[src/rtl/hazard_pkg.sv]
// Shared encodings for the hazard/forwarding unit: forward selects and the
// multi-cycle tracker state.
package hazard_pkg;

    typedef enum logic {IDLE, BUSY} mc_state_e;

    // EX-stage operand select
    localparam logic [1:0] FWD_E_RF  = 2'b00;
    localparam logic [1:0] FWD_E_WB  = 2'b01;
    localparam logic [1:0] FWD_E_MEM = 2'b10;

    // ID-stage branch comparator select
    localparam logic [1:0] FWD_D_RF  = 2'b00;
    localparam logic [1:0] FWD_D_MEM = 2'b01;
    localparam logic [1:0] FWD_D_EX  = 2'b10;

endpackage

[src/rtl/mc_busy_tracker.sv]
// Tracks a multi-cycle execute op and raises mc_hold for MC_LAT-1 cycles,
// starting with the cycle mc_start_e is seen.
module mc_busy_tracker
    import hazard_pkg::*;
#(
    parameter int unsigned MC_LAT = 4
) (
    input  logic clk,
    input  logic reset_n,
    input  logic mc_start_e,
    output logic mc_hold,
    output logic mc_busy
);

    localparam int unsigned CNT_AW = (MC_LAT > 2) ? $clog2(MC_LAT - 1) : 1;
    localparam bit MULTI = (MC_LAT > 1);
    localparam logic [CNT_AW-1:0] LOAD = MULTI ? CNT_AW'(MC_LAT - 2) : '0;

    mc_state_e         state_q, state_d;
    logic [CNT_AW-1:0] cnt_q, cnt_d;

    always_ff @(posedge clk) begin
        if (!reset_n) begin
            state_q <= IDLE;
            cnt_q   <= '0;
        end else begin
            state_q <= state_d;
            cnt_q   <= cnt_d;
        end
    end

    // The last BUSY cycle (cnt==0) already releases the pipeline, so the
    // hold lasts MC_LAT-1 cycles and mc_busy trails it by one.
    always_comb begin
        state_d = state_q;
        cnt_d   = cnt_q;
        mc_hold = 1'b0;
        unique case (state_q)
            IDLE: begin
                if (mc_start_e && MULTI) begin
                    state_d = BUSY;
                    cnt_d   = LOAD;
                    mc_hold = 1'b1;
                end
            end
            BUSY: begin
                if (cnt_q == '0) begin
                    state_d = IDLE;
                end else begin
                    cnt_d   = cnt_q - 1'b1;
                    mc_hold = 1'b1;
                end
            end
            default: state_d = IDLE;
        endcase
    end

    assign mc_busy = (state_q == BUSY);

endmodule

[src/rtl/hazard_unit_mc.sv]
// Hazard/forwarding unit for the 5-stage pipeline: EX/ID forwarding selects,
// load-use and branch stalls, multi-cycle EX hold and a stall-cycle counter.
module hazard_unit_mc
    import hazard_pkg::*;
#(
    parameter int unsigned REG_AW   = 5,
    parameter int unsigned MC_LAT   = 4,
    parameter int unsigned ZERO_FWD = 0,
    parameter int unsigned CNT_W    = 16
) (
    input  logic              clk,
    input  logic              reset_n,
    input  logic              branch_d,
    input  logic              pc_src_d,
    input  logic [REG_AW-1:0] rs_d,
    input  logic [REG_AW-1:0] rt_d,
    input  logic [REG_AW-1:0] rs_e,
    input  logic [REG_AW-1:0] rt_e,
    input  logic [REG_AW-1:0] write_reg_e,
    input  logic              reg_write_e,
    input  logic              mem_to_reg_e,
    input  logic [REG_AW-1:0] write_reg_m,
    input  logic              reg_write_m,
    input  logic              mem_to_reg_m,
    input  logic [REG_AW-1:0] write_reg_w,
    input  logic              reg_write_w,
    input  logic              mc_start_e,
    output logic [1:0]        forward_ae,
    output logic [1:0]        forward_be,
    output logic [1:0]        forward_ad,
    output logic [1:0]        forward_bd,
    output logic              stall_f,
    output logic              stall_d,
    output logic              stall_e,
    output logic              flush_d,
    output logic              flush_e,
    output logic              flush_m,
    output logic              mc_busy,
    output logic [CNT_W-1:0]  stall_cycles
);

    logic             mc_hold;
    logic [CNT_W-1:0] cnt_q;

    mc_busy_tracker #(
        .MC_LAT (MC_LAT)
    ) u_tracker (
        .clk        (clk),
        .reset_n    (reset_n),
        .mc_start_e (mc_start_e),
        .mc_hold    (mc_hold),
        .mc_busy    (mc_busy)
    );

    // Register 0 is hard-wired to zero unless ZERO_FWD allows matching it.
    function automatic logic match(input logic [REG_AW-1:0] a, input logic [REG_AW-1:0] b);
        return (a == b) && ((ZERO_FWD != 0) || (a != '0));
    endfunction

    function automatic logic [1:0] fwd_e(input logic [REG_AW-1:0] src);
        if (reg_write_m && match(src, write_reg_m)) return FWD_E_MEM;
        if (reg_write_w && match(src, write_reg_w)) return FWD_E_WB;
        return FWD_E_RF;
    endfunction

    function automatic logic [1:0] fwd_d(input logic [REG_AW-1:0] src);
        if (reg_write_m && !mem_to_reg_m && match(src, write_reg_m)) return FWD_D_MEM;
        if (branch_d && reg_write_e && !mem_to_reg_e && match(src, write_reg_e)) return FWD_D_EX;
        return FWD_D_RF;
    endfunction

    logic lwstall, brstall_e, brstall_m, hz;

    always_comb begin
        lwstall   = mem_to_reg_e && (match(rs_d, rt_e) || match(rt_d, rt_e));
        brstall_e = branch_d && reg_write_e && mem_to_reg_e &&
                    (match(write_reg_e, rs_d) || match(write_reg_e, rt_d));
        brstall_m = branch_d && mem_to_reg_m &&
                    (match(write_reg_m, rs_d) || match(write_reg_m, rt_d));
        hz        = lwstall | brstall_e | brstall_m;

        forward_ae = '0;
        forward_be = '0;
        forward_ad = '0;
        forward_bd = '0;
        stall_f    = 1'b0;
        stall_d    = 1'b0;
        stall_e    = 1'b0;
        flush_d    = 1'b0;
        flush_e    = 1'b0;
        flush_m    = 1'b0;
        if (reset_n) begin
            forward_ae = fwd_e(rs_e);
            forward_be = fwd_e(rt_e);
            forward_ad = fwd_d(rs_d);
            forward_bd = fwd_d(rt_d);
            stall_f    = hz | mc_hold;
            stall_d    = hz | mc_hold;
            stall_e    = mc_hold;
            flush_e    = hz & !mc_hold;
            flush_m    = mc_hold;
            flush_d    = pc_src_d & !(hz | mc_hold);
        end
    end

    always_ff @(posedge clk) begin
        if (!reset_n) begin
            cnt_q <= '0;
        end else if (stall_f && (cnt_q != '1)) begin
            cnt_q <= cnt_q + 1'b1;
        end
    end

    assign stall_cycles = cnt_q;

endmodule

[config.mk]
export PLATFORM = sky130hd
export DESIGN_NAME = hazard_unit_mc
export DESIGN_NICKNAME = d
export VERILOG_FILES = /design/src/rtl/hazard_pkg.sv /design/src/rtl/mc_busy_tracker.sv /design/src/rtl/hazard_unit_mc.sv
export SDC_FILE = /design/constraint.sdc
export NUM_CORES = 1
export LEC_CHECK = 0
export ABC_AREA = 1
export CAP_MARGIN = 20
export CELL_PAD_IN_SITES_DETAIL_PLACEMENT = 1
export CELL_PAD_IN_SITES_GLOBAL_PLACEMENT = 1
export CORE_MARGIN = 1
export CORE_UTILIZATION = 28
export CTS_CLUSTER_SIZE = 40
export DETAILED_ROUTE_END_ITERATION = 8
export PLACE_DENSITY = 0.82
export SLEW_MARGIN = 15
export SYNTH_ARGS = -nofsm -noshare
export SYNTH_HDL_FRONTEND = slang
export SYNTH_SLANG_ARGS = --single-unit
[constraint.sdc]
create_clock -name clk -period 4.4 [get_ports clk]
set_input_delay 1.1 -clock clk [delete_from_list [all_inputs] [get_ports clk]]
set_output_delay 1.1 -clock clk [all_outputs]
set_load 0.005 [all_outputs]
# Word level (Yosys, flattened, before mapping)
# Index checks and enable logic that the tools add are counted.
word_totals:
  output_inout_bits: 31
  ff_bits: 19
  in_bits: 45
  wordCells: 124
classes:
  reduce_logical: 46
  add_sub_neg: 2
  n_mux: 50
  bitwise: 6
  eq_ne: 17
ops:
  columns: ["cell", "n"]
  rows:
  - ["5-bit equality test", 14]
  - ["2-bit two-way mux", 22]
  - ["1-bit logical AND", 31]
  - ["5-bit nonzero test", 6]
  - ["1-bit two-way mux", 26]
  - ["16-bit by 1-bit adder with 16-bit output, second input constant", 1]
  - ["16-bit inequality test, second input constant", 1]
  - ["1-bit zero test", 4]
  - ["2-bit inequality test, second input constant", 2]
  - ["2-bit case mux with 2 select lines", 1]
  - ["1-bit logical OR", 3]
  - ["1-bit OR", 3]
  - ["1-bit bitwise AND", 2]
  - ["2-bit zero test", 1]
  - ["1-bit case mux with 2 select lines", 1]
  - ["2-bit AND reduction", 1]
  - ["2-bit by 1-bit subtractor with 2-bit output, second input constant", 1]
  - ["1-bit NOT", 1]

# Logic depth before layout (Yosys ltp)
depth:
  depth_word: 10
  depth_mapped: 14
  depth_no_buf: 14

# By module
# From an unflattened synthesis, not the netlist that was laid out.
unflattened:
  hier_cells: 369
  hier_area_um2: 2108.3
modules_own_cells:
  columns: ["mod", "seq_area_each_um2", "area_each_um2", "cells_each", "n_inst"]
  rows:
  - ["hazard_unit_mc", 320.3, 1960.6, 349, 1]
  - ["mc_busy_tracker", 60.1, 147.6, 20, 1]

# Least setup slack after synthesis
# OpenSTA, ideal clock, no wires.
synth_timing:
  kind: "input port to output port"
  startpoint: "input port write_reg_m[3]"
  endpoint: "output port stall_f"
  t_required_ns: 3.300
  path_slack_ns: 1.189
  t_arrival_ns: 2.111
  cell_stages: 12
  n_path_buf: 2
  path_cell_list: "buf_2 inv_2 nand2_1 nand2_1 nor2_2 nand3_2 nand2_2 nand2_2 nand3_1 nand2_1 o21ai_0 buf_4"
synth_between:
  elab_chain_len: 7
  elab_cells_between_ends: 10
  cone_classes: "eq/ne: 2; mux: 1; bitwise: 2; reduce/logical: 5"
synth_lines:
  columns: ["item", "line_no", "source"]
  rows:
  - ["from (decl)", "hazard_unit_mc.sv:22", "input logic [REG_AW-1:0] write_reg_m,"]
  - ["5-bit equality test / 5-bit nonzero test (equally long branches)", "hazard_unit_mc.sv:57", "return (a == b) && ((ZERO_FWD != 0) || (a != '0));"]
  - ["1-bit logical AND", "hazard_unit_mc.sv:57", null]
  - ["1-bit logical OR (*)", "hazard_unit_mc.sv:79", "(match(write_reg_m, rs_d) || match(write_reg_m, rt_d));"]
  - ["1-bit logical AND (*)", "hazard_unit_mc.sv:78", "brstall_m = branch_d && mem_to_reg_m &&"]
  - ["1-bit OR (*)", "hazard_unit_mc.sv:80", "hz = lwstall | brstall_e | brstall_m;"]
  - ["1-bit OR (*)", null, null]
  - ["1-bit two-way mux (*)", null, null]
  - ["to (decl)", "hazard_unit_mc.sv:32", "output logic stall_f,"]
# Every way passes the cells marked *; elsewhere a longest branch is shown, timed or not.

# Final worst setup path
layout_timing:
  startpoint: "input port rt_e[3]"
  endpoint: "output port forward_be[0]"
layout_between:
  elab_chain_len: 9
  elab_cells_between_ends: 16
  cone_classes: "eq/ne: 2; mux: 9; reduce/logical: 5"
layout_lines:
  columns: ["item", "line_no", "source"]
  rows:
  - ["from (decl)", "hazard_unit_mc.sv:18", "input logic [REG_AW-1:0] rt_e,"]
  - ["5-bit equality test / 5-bit nonzero test (equally long branches)", "hazard_unit_mc.sv:57", null]
  - ["1-bit logical AND", "hazard_unit_mc.sv:57", null]
  - ["1-bit logical AND", "hazard_unit_mc.sv:62", "if (reg_write_w && match(src, write_reg_w)) return FWD_E_WB;"]
  - ["1-bit two-way mux (2 in series)", "hazard_unit_mc.sv:62", null]
  - ["1-bit two-way mux", "hazard_unit_mc.sv:92", "if (reset_n) begin"]
  - ["2-bit two-way mux", "hazard_unit_mc.sv:63", "return FWD_E_RF;"]
  - ["2-bit two-way mux (*)", "hazard_unit_mc.sv:62", null]
  - ["2-bit two-way mux (*)", "hazard_unit_mc.sv:92", null]
  - ["to (decl)", "hazard_unit_mc.sv:29", "output logic [1:0] forward_be,"]
# Every way passes the cells marked *; elsewhere a longest branch is shown, timed or not. The select of a mux whose other input is x is not followed.

==> metrics <==
status=complete, no violations; Synth Instances=379; Max clock buf depth=2; Hold Path Class=reg2reg; initial antenna violation count=0; GRT Overall Usage=between 10% and 20%; Final #Nets=between 400 and 500; Initial DRC Count=76; max cap viols=0; Clk Latency, worst-skew pair=roughly 0.26 ns; TritonRoute pass-1 iters=4; Slew Limit Fails=0; via count=2,614; #FFs+latches synth=19; synthesis-to-finish area growth=42.46%; post-route ant nets=0; fillers=1,021; Die Span X=88.93 um; ANT cells=0; Tmin final=4.298 ns; post-synthesis cell area=about 2100 sq um; Num CTS Buffers=3; clock slew seen by the registers of the worst setup and hold paths=approximately 0.070 ns; TritonCTS clock tree=yes; yosys warns=0; synth top area cells=nand2_1 (19%), dfxtp_1 (18%), inv_1 (11%); Rel. slew slack=just over 70%; total congestion overflow=0; crit end category=output port; final setup TNS=0 ns; DR vias/cell=4.761; final cell area excluding filler cells=3014 sq um; Ports=76; Critical Path RT=around 3.3 ns; dpl hpwl=6.244 mm; WL final=approximately 7.5 mm; Fin. Hold Viols=0; power density over the cells=about 180 nW/um^2; worst path arrival time=approximately 3.2 ns; WL/cell=13.69 um; Post-Route Skew=around 0.0065 ns; worst-margin pin slew=0.4330 ns; Starting Density=approximately 29%; fraction of layout cells with a size suffix above 1=between 5 and 6%; Post-synth EDFFs=0; Core Util, Final=between 40% and 50%; # DRC=0; Synth cell types=34; core area=between 7000 and 8000 sq um; first-pass GRT wire length=12.14 mm; # setup viols final=0; syn_nets=426; Leakage=about 1.5 nW; sequential area share after synthesis=17.98%; Setup crit start kind=input port; CTS HTree Levels=1; kind of critical path=in2out; DIE HEIGHT=just under 90 um; number of global-route vias before repair=~2,600; RSZ-0062 raised after global routing=no; ys async rst share=0%; CTS Hold Bufs=0; Top FF cell, synth=dfxtp_1; Syn Area/Cell=5.583 sq um; Synth area leader=nand2_1; Max VDD drop=~0.11 mV; Final GP Congestion=~0.85; CP Max Fanout=6; Area after DPL=between 2000 and 3000 sq um; FP Rows=31; largest net degree at the start of global routing=25; # port buffers=75; Clock Sinks=19; Root Buffer=clkbuf_8; f_max=between 200 and 250 MHz; top-area cell type share of the netlist area=a little under a fifth; final period utilization=~98%; Die ar.=7908 sq um
metrics by stage:
step           power (W)  hold slack, ns  setup WS (ns)  instances
2_1_floorplan  0.0003156          0.4225          1.189        379
3_3_place_gp   0.0004141          0.4381         0.1305        545
3_5_place_dp   0.0004220          0.4754        0.06769        545
4_1_cts        0.0005498          0.4877        0.06911        549
5_1_grt        0.0005828          0.4941       0.004587        549
6_report       0.0005455          0.4848         0.1018        549
synthesized netlist by cell type (5+ instances only):
master / number
xor2_1: 13
nor2_1: 57
inv_2: 7
nand4_1: 5
nand3_1: 26
a21oi_1: 14
xnor2_1: 12
o21ai_0: 8
inv_1: 60
buf_4: 5
nand2_1: 106
dfxtp_1: 19
nor4_1: 10
nor3_1: 6
path summary, 6_finish.rpt:
path | from | end | slack, ns | cells past startpoint
setup / recovery | rt_e[3] | forward_be[0] | 0.10 | 9
hold / removal | u_tracker.cnt_q[0] | u_tracker.cnt_q[0] | 0.48 | 1
setup reg to reg | stall_cycles[0] | stall_cycles[1] | 2.25 | 12
hold reg to reg | u_tracker.cnt_q[0] | u_tracker.cnt_q[0] | 0.48 | 1
where the power goes:
group          internal, W  switching [W]  leakage, nW
clock network    0.0000646      0.0000652       0.0228
registers         0.000183      0.0000125        0.155
logic             0.000105       0.000115         1.28
total             0.000353       0.000193         1.46
logic make-up (layout without fill, tap and decap cells):
family	after synthesis	after routing	synth area share (%)
XOR/XNOR	25	25	10.35
buffers and inverters	79	150	15.73
AO/OA/AOI/OAI	29	29	7.570
flip-flops	19	19	17.98
AND/OR/NAND/NOR	225	225	47.19
adder cells (fa/ha/maj)	2	2	1.183
worst max-delay path, cell delays in order:
cell and delay (ns):
clkdlybuf4s50_1 0.59, inv_1 0.16, nand3_1 0.09, nor3_1 0.22, nor2_1 0.08, nand3_1 0.13, nand3_1 0.08, nor4_1 0.19
clkdlybuf4s50_1 0.56
final cells by class:
| type | count | area [sq um] | share of cell area (%) |
|---|---|---|---|
| inverter | 67 | 251.5 | 8.344 |
| tap | 99 | 123.9 | 4.110 |
| sequential | 19 | 380.4 | 12.62 |
| clock buffer | 4 | 45.04 | 1.494 |
| multi-input combinational | 281 | 1405 | 46.62 |
| timing repair buffer | 79 | 808.3 | 26.82 |
repair_timing:
item / 4_1_cts / 5_1_grt
gates resized for setup: 0 / 12
setup endpoints to repair: 0 / 6
setup buffers: 0 / 0
flip-flops by register name, summed over array words and instances, names as in the netlist:
name,flops
stall_cycles,16
u_tracker.cnt_q,2
u_tracker.mc_busy,1
metal layers:
layer / up-vias / track usage [%] / part of all wire, %
li1: 1323 / - / -
met1: 1232 / 24.89 / 45
met2: 57 / 36.99 / 51
met3: 2 / 2.770 / 3.9
met4: 0 / 1.613 / 0.11
met5: - / 0 / 0
cell usage in the layout, fill, tap and decap left out:
master and n:
nor2_2 4, nor3b_1 2, xor2_1 13, or2_2 1, nand3_4 1, dfxtp_1 19
o21ai_1 1, nand2_1 106, a221oi_1 1, ha_1 2, buf_4 4, inv_2 7
a31oi_1 1, nand3_2 1, o22ai_1 2, o21ai_0 8, nor3_2 1, clkbuf_8 3
o221ai_1 2, xnor2_1 12, a21oi_1 14, nor2_1 56, nor4b_1 1, clkbuf_1 1
or2_0 1, nand4_1 5, nor3_1 6, nand4_4 1, nand2_2 3, nor4_1 10
clkdlybuf4s50_1 64, nand3_1 26, dlymetal6s2s_1 11, inv_1 60
No activity file was read; power rests on OpenSTA's default activity.
